<file path="src/rtl/div_ctrl_pkg.sv">
// Shared types for the iterative divide controller.
// Holds the FSM state encodings and the result bus width.
package div_ctrl_pkg;

   localparam int DIV_WIDTH     = 32;
   localparam int DIV_RESULT_WD = 64;

   typedef enum logic [1:0] {
      DIV_IDLE    = 2'b00,
      DIV_DIVZERO = 2'b01,
      DIV_ON      = 2'b10,
      DIV_END     = 2'b11
   } div_state_t;

endpackage

</file>
<file path="src/rtl/div_ctrl_step.sv">
// One radix-2 restoring divide iteration, purely combinational.
// Ports: rem_in/quo_in/divisor in, rem_out/quo_out out.
module div_step #(
   parameter int WIDTH = 32
) (
   input  logic [WIDTH-1:0] rem_in,
   input  logic [WIDTH-1:0] quo_in,
   input  logic [WIDTH-1:0] divisor,
   output logic [WIDTH-1:0] rem_out,
   output logic [WIDTH-1:0] quo_out
);

   logic [WIDTH:0] shifted;
   logic [WIDTH:0] trial;

   // quo_in doubles as the dividend shift register: its MSB feeds
   // the partial remainder while quotient bits enter at the LSB.
   always_comb begin
      shifted = {rem_in, quo_in[WIDTH-1]};
      trial   = shifted - {1'b0, divisor};
      if (trial[WIDTH]) begin
         rem_out = shifted[WIDTH-1:0];
         quo_out = {quo_in[WIDTH-2:0], 1'b0};
      end else begin
         rem_out = trial[WIDTH-1:0];
         quo_out = {quo_in[WIDTH-2:0], 1'b1};
      end
   end

endmodule

</file>
<file path="src/rtl/div_ctrl.sv">
// Iterative DIV/DIVU controller for EX; stalls the pipe while busy.
// Ports: clk, rst, start, signed_div, opdata1/2, annul -> result, ready, stallreq.
module div_ctrl
   import div_ctrl_pkg::*;
#(
   parameter int WIDTH = DIV_WIDTH
) (
   input  logic               clk,
   input  logic               rst,
   input  logic               start,
   input  logic               signed_div,
   input  logic [WIDTH-1:0]   opdata1,
   input  logic [WIDTH-1:0]   opdata2,
   input  logic               annul,
   output logic [2*WIDTH-1:0] result,
   output logic               ready,
   output logic               stallreq
);

   localparam int CW = $clog2(WIDTH);
   localparam logic [CW-1:0] LAST = CW'(WIDTH - 1);

   div_state_t       state;
   logic [CW-1:0]    count;
   logic [WIDTH-1:0] rem;
   logic [WIDTH-1:0] quo;
   logic [WIDTH-1:0] dvs;
   logic             neg_q;
   logic             neg_r;

   logic             s1;
   logic             s2;
   logic [WIDTH-1:0] op1_abs;
   logic [WIDTH-1:0] op2_abs;
   logic [WIDTH-1:0] rem_nx;
   logic [WIDTH-1:0] quo_nx;
   logic [WIDTH-1:0] q_fix;
   logic [WIDTH-1:0] r_fix;

   assign s1      = signed_div & opdata1[WIDTH-1];
   assign s2      = signed_div & opdata2[WIDTH-1];
   assign op1_abs = s1 ? -opdata1 : opdata1;
   assign op2_abs = s2 ? -opdata2 : opdata2;

   div_step #(.WIDTH(WIDTH)) u_step (
      .rem_in  (rem),
      .quo_in  (quo),
      .divisor (dvs),
      .rem_out (rem_nx),
      .quo_out (quo_nx)
   );

   assign q_fix = neg_q ? -quo_nx : quo_nx;
   assign r_fix = neg_r ? -rem_nx : rem_nx;

   assign ready    = (state == DIV_END);
   assign stallreq = start & ~ready & ~annul & ~rst;

   always_ff @(posedge clk or posedge rst) begin
      if (rst) begin
         state  <= DIV_IDLE;
         count  <= '0;
         rem    <= '0;
         quo    <= '0;
         dvs    <= '0;
         neg_q  <= 1'b0;
         neg_r  <= 1'b0;
         result <= '0;
      end else begin
         unique case (state)
            DIV_IDLE: begin
               if (start && !annul) begin
                  if (opdata2 == '0) begin
                     state <= DIV_DIVZERO;
                  end else begin
                     rem   <= '0;
                     quo   <= op1_abs;
                     dvs   <= op2_abs;
                     neg_q <= s1 ^ s2;
                     neg_r <= s1;
                     count <= '0;
                     state <= DIV_ON;
                  end
               end
            end
            DIV_DIVZERO: begin
               if (annul || !start) begin
                  state <= DIV_IDLE;
               end else begin
                  result <= '0;
                  state  <= DIV_END;
               end
            end
            DIV_ON: begin
               if (annul || !start) begin
                  state <= DIV_IDLE;
               end else begin
                  rem   <= rem_nx;
                  quo   <= quo_nx;
                  count <= count + CW'(1);
                  if (count == LAST) begin
                     result <= {r_fix, q_fix};
                     state  <= DIV_END;
                  end
               end
            end
            DIV_END: begin
               state <= DIV_IDLE;
            end
         endcase
      end
   end

endmodule

</file>
<file path="config.mk">
export PLATFORM = sky130hd
export DESIGN_NAME = div_ctrl
export DESIGN_NICKNAME = d
export VERILOG_FILES = /design/src/rtl/div_ctrl_pkg.sv /design/src/rtl/div_ctrl_step.sv /design/src/rtl/div_ctrl.sv
export SDC_FILE = /design/constraint.sdc
export NUM_CORES = 1
export LEC_CHECK = 0
export BUFFER_PORTS_ARGS = -buffer_cell sky130_fd_sc_hd__buf_2
export CAP_MARGIN = 0
export CORE_ASPECT_RATIO = 1.4
export CORE_MARGIN = 10
export CORE_UTILIZATION = 65
export DETAILED_ROUTE_END_ITERATION = 8
export GPL_TIMING_DRIVEN = 0
export PLACE_DENSITY = 0.95
export SETUP_SLACK_MARGIN = 0.3
export SLEW_MARGIN = 30
export SYNTH_ARGS = -nofsm -noshare
export SYNTH_HDL_FRONTEND = slang
export SYNTH_SLANG_ARGS = --single-unit
</file>
<file path="constraint.sdc">
create_clock -name clk -period 17.5 [get_ports clk]
set_input_delay 3.5 -clock clk [delete_from_list [all_inputs] [get_ports clk]]
set_output_delay 3.5 -clock clk [all_outputs]
set_load 0.02 [all_outputs]
</file>
==> load_flow_metrics.sql <==
INSERT INTO impl_metrics (metric_group, metric, value, unit) VALUES
('logic_synthesis', 'syn-num-nets', '1564', ''),
('logic_synthesis', 'synth.yosys.seq_area_share', '35.5', '%'),
('place', 'numPortBuffers', '134', ''),
('route', 'detailedRoute.firstIterationViolations', '1079', ''),
('clocking', 'postCtsHoldBufs', '0', ''),
('clocking', 'clkLatencyLatePin', '450', 'ps'),
('route', 'drt_pass1_iterations', '5', ''),
('logic_synthesis', 'primary_ff_master_synth', 'sky130_fd_sc_hd__dfrtp_1', ''),
('logic_synthesis', 'synth_area_leader_cell', 'sky130_fd_sc_hd__dfrtp_1', ''),
('critical_path', 'timing_worst_setup_path_type', 'primary input to output pin', ''),
('logic_synthesis', 'synth_edf_count', '0', ''),
('layout', 'n_antenna_cell', '0', ''),
('layout', 'post_route_cells_drive_above_1_share', '12.2', '%'),
('grt', 'number_of_global_route_vias_before_repair', '12300', ''),
('critical_path', 'worst_ep_required_time', '14000', 'ps'),
('layout', 'final_util', '75.2', '%'),
('logic_synthesis', 'postSynthCellCount', '1452', ''),
('route', 'detailroute.via_count', '12200', ''),
('place', 'routabilityCongestion', '0.992', ''),
('sta', 'finalSetupViolations', '0', ''),
('logic_synthesis', 'ys_seq_elements', '169', ''),
('floorplanning', 'ios', '135', ''),
('clocking', 'clk_pin_slew', '70', 'ps'),
('logic_synthesis', 'netlist_top_cells_area', 'sky130_fd_sc_hd__dfrtp_1, sky130_fd_sc_hd__o21ai_0, sky130_fd_sc_hd__nand2_1', ''),
('logic_synthesis', 'synth_top_area_share', '35.5', '%'),
('critical_path', 'critical_path.top_delay_family', 'simple AND/OR/NAND/NOR gates', ''),
('logic_synthesis', 'syn_area', '11900', 'µm²'),
('floorplanning', 'die-area', '24200', 'µm²'),
('grt', 'grtUsageTotal', '32.3', '%'),
('floorplanning', 'core.rowCount', '58', ''),
('sta', 'grt_setup_unrepaired', 'no', ''),
('clocking', 'count_of_h_tree_levels_built_during_cts', '4', ''),
('sta', 'tightestPinTransition', '925', 'ps'),
('sta', 'maxSlewViolCount', '0', ''),
('critical_path', 'worst_path_max_delay_cell', 'sky130_fd_sc_hd__buf_2', ''),
('critical_path', 'cp.arrival', '4100', 'ps'),
('sta', 'worst_slew_margin_rel', '37.9', '%'),
('status', 'status', 'completed', ''),
('floorplanning', 'initial_utilization', '66.1', '%'),
('sta', 'final.setup.tns', '0', 'ps'),
('place', 'post-dp-hpwl', '30500', 'µm'),
('critical_path', 'cp.buffers_inverters', '2', ''),
('route', 'post-route-drc-count', '0', ''),
('sta', 'crit_share_post_route', '43.4', '%'),
('clocking', 'cts_buffers', '17', ''),
('floorplanning', 'die-height', '180', 'µm'),
('sta', 'final_hold_vio_count', '0', ''),
('logic_synthesis', 'synth-warning-count', '0', ''),
('critical_path', 'critical_path.max_stage_delay', '190', 'ps'),
('pwr', 'vdd_drop_max', '0.0948', 'mV'),
('route', 'wire_length_after_detailed_routing', '40300', 'µm'),
('place', 'detailed_place.area', '12900', 'µm²'),
('clocking', 'cts_sinks', '169', ''),
('floorplanning', 'die_w', '134', 'µm'),
('logic_synthesis', 'yosys.cell_types.count', '70', ''),
('critical_path', 'timing.critical_path.mode_cell', 'sky130_fd_sc_hd__buf_2', ''),
('route', 'avgViaCountPerCell', '6.59', ''),
('clocking', 'clock_path_buffers', '2', ''),
('route', 'drtAntennaViolNets', '0', ''),
('critical_path', 'crit_path_cell_trace', 'buf_2 > nand2b_1 > nor3_1 > buf_2', ''),
('critical_path', 'crit_path_max_fanout', '4', ''),
('clocking', 'postCtsResizedCells', '0', ''),
('layout', 'final_cell_area', '13500', 'µm²'),
('pwr', 'cellPowerDensity', '136', 'nW/µm²'),
('logic_synthesis', 'netlist_top_cells_count', 'sky130_fd_sc_hd__nand2_1, sky130_fd_sc_hd__dfrtp_1, sky130_fd_sc_hd__o21ai_0', ''),
('sta', 'timing.clock.skew', '18.4', 'ps'),
('job', 'cap_violations', '0', ''),
('logic_synthesis', 'post-synth-top-count-cell', 'sky130_fd_sc_hd__nand2_1', ''),
('logic_synthesis', 'async_reset_ff_share', '100', '%'),
('sta', 'min_period', '7600', 'ps'),
('grt', 'grt_first_pass_wirelength', '62400', 'µm');
-- sequential cells by signal, indices dropped and copies added, names as in the netlist --
signal,flops
dvs,32
state,2
neg_q,1
result,64
rem,32
count,5
quo,32
neg_r,1
-- stage by stage --
stage | hold WS, ps | power [mW] | cells | worst slack, ps
final | 480 | 1.84 | 1859 | 9900
after global placement | 459 | 1.36 | 1826 | 7770
after CTS | 482 | 1.80 | 1859 | 9900
after floorplan | 450 | 1.13 | 1452 | 9420
after global routing | 497 | 1.92 | 1859 | 9830
after detailed placement | 466 | 1.39 | 1827 | 9900
-- routing by layer --
| layer | GRT usage, % | vias to the layer above | part of all wire (%) |
|---|---|---|---|
| met1 | 30.8 | 5789 | 33 |
| met5 | 0 | - | 0 |
| met2 | 57.6 | 666 | 52 |
| met4 | 27.8 | 0 | 9.4 |
| met3 | 6.03 | 264 | 6.3 |
| li1 | - | 5524 | - |
-- cells by family after synthesis --
| family | count (synthesis) | share of synthesized area (%) |
|---|---|---|
| buffers and inverters | 134 | 4.46 |
| adder cells (fa/ha/maj) | 43 | 4.58 |
| AO/OA/AOI/OAI | 458 | 23.7 |
| AND/OR/NAND/NOR | 483 | 19.2 |
| multiplexers | 29 | 2.49 |
| XOR/XNOR | 136 | 10.0 |
| flip-flops | 169 | 35.5 |
-- where the power goes --
part	switching (mW)	internal [mW]	leakage (nW)
Sequential	0.102	0.477	2.22
Combinational	0.556	0.300	3.63
Clock	0.190	0.212	0.309
-- placed cells by master (no fill, tap or decap), types with 8 or more instances in the layout --
cell type,Yosys,layout
sky130_fd_sc_hd__nand2b_1,13,13
sky130_fd_sc_hd__clkbuf_16,0,17
sky130_fd_sc_hd__or4_1,10,10
sky130_fd_sc_hd__xor2_1,67,67
sky130_fd_sc_hd__ha_1,42,42
sky130_fd_sc_hd__o211ai_1,10,10
sky130_fd_sc_hd__dfrtp_1,169,169
sky130_fd_sc_hd__buf_2,8,142
sky130_fd_sc_hd__a211oi_1,9,9
sky130_fd_sc_hd__a21o_1,8,8
sky130_fd_sc_hd__or3_1,19,19
sky130_fd_sc_hd__nor4_1,17,17
sky130_fd_sc_hd__a22oi_1,23,23
sky130_fd_sc_hd__o41ai_1,10,10
sky130_fd_sc_hd__mux2i_1,24,24
sky130_fd_sc_hd__nand2_1,184,184
sky130_fd_sc_hd__o21ai_1,22,22
sky130_fd_sc_hd__nand3_1,24,24
sky130_fd_sc_hd__o31ai_1,40,40
sky130_fd_sc_hd__a221o_1,9,9
sky130_fd_sc_hd__nor3_1,46,46
sky130_fd_sc_hd__xnor2_1,69,69
sky130_fd_sc_hd__inv_1,62,61
sky130_fd_sc_hd__a21oi_1,103,103
sky130_fd_sc_hd__o21ai_0,165,165
sky130_fd_sc_hd__o21a_1,9,9
sky130_fd_sc_hd__nor2_1,106,106
sky130_fd_sc_hd__clkbuf_1,58,58
sky130_fd_sc_hd__and3_1,12,12
sky130_fd_sc_hd__and2_1,13,13
sky130_fd_sc_hd__nand4_1,8,8
-- worst register-to-register path, delay by kind of cell (launching register included) --
kind	cells	cell delay, ps
buf+inv	6	1380
simple gates	6	1440
compound gates	6	1480
flops	1	480
xor+xnor	1	120
mux	1	300
fa+ha+maj	3	960
-- path summary, 6_finish.rpt --
check | startpoint | cells after the start | slack (ps) | endpoint
setup / recovery | annul | 4 | 9900 | stallreq
min in group asynchronous | rst | 2 | 3110 | count[2]$_DFFE_PP0P_
hold reg to reg | result[4]$_DFFE_PP0P_ | 2 | 480 | result[4]$_DFFE_PP0P_
max in group asynchronous | rst | 3 | 13500 | result[57]$_DFFE_PP0P_
setup reg to reg | quo[31]$_DFFE_PP0P_ | 23 | 11240 | result[44]$_DFFE_PP0P_
hold / removal | result[4]$_DFFE_PP0P_ | 2 | 480 | result[4]$_DFFE_PP0P_
-- cell type report --
cell class	instances	area [µm²]
Tap cell	240	300
Fill cell	1315	4460
Sequential cell	169	4230
Multi-Input combinational cell	1149	7140
Timing Repair Buffer	135	698
Clock buffer	18	439
Clock inverter	14	189
Inverter	63	246
Buffer	71	292
Power figures use the tool's default switching activity.
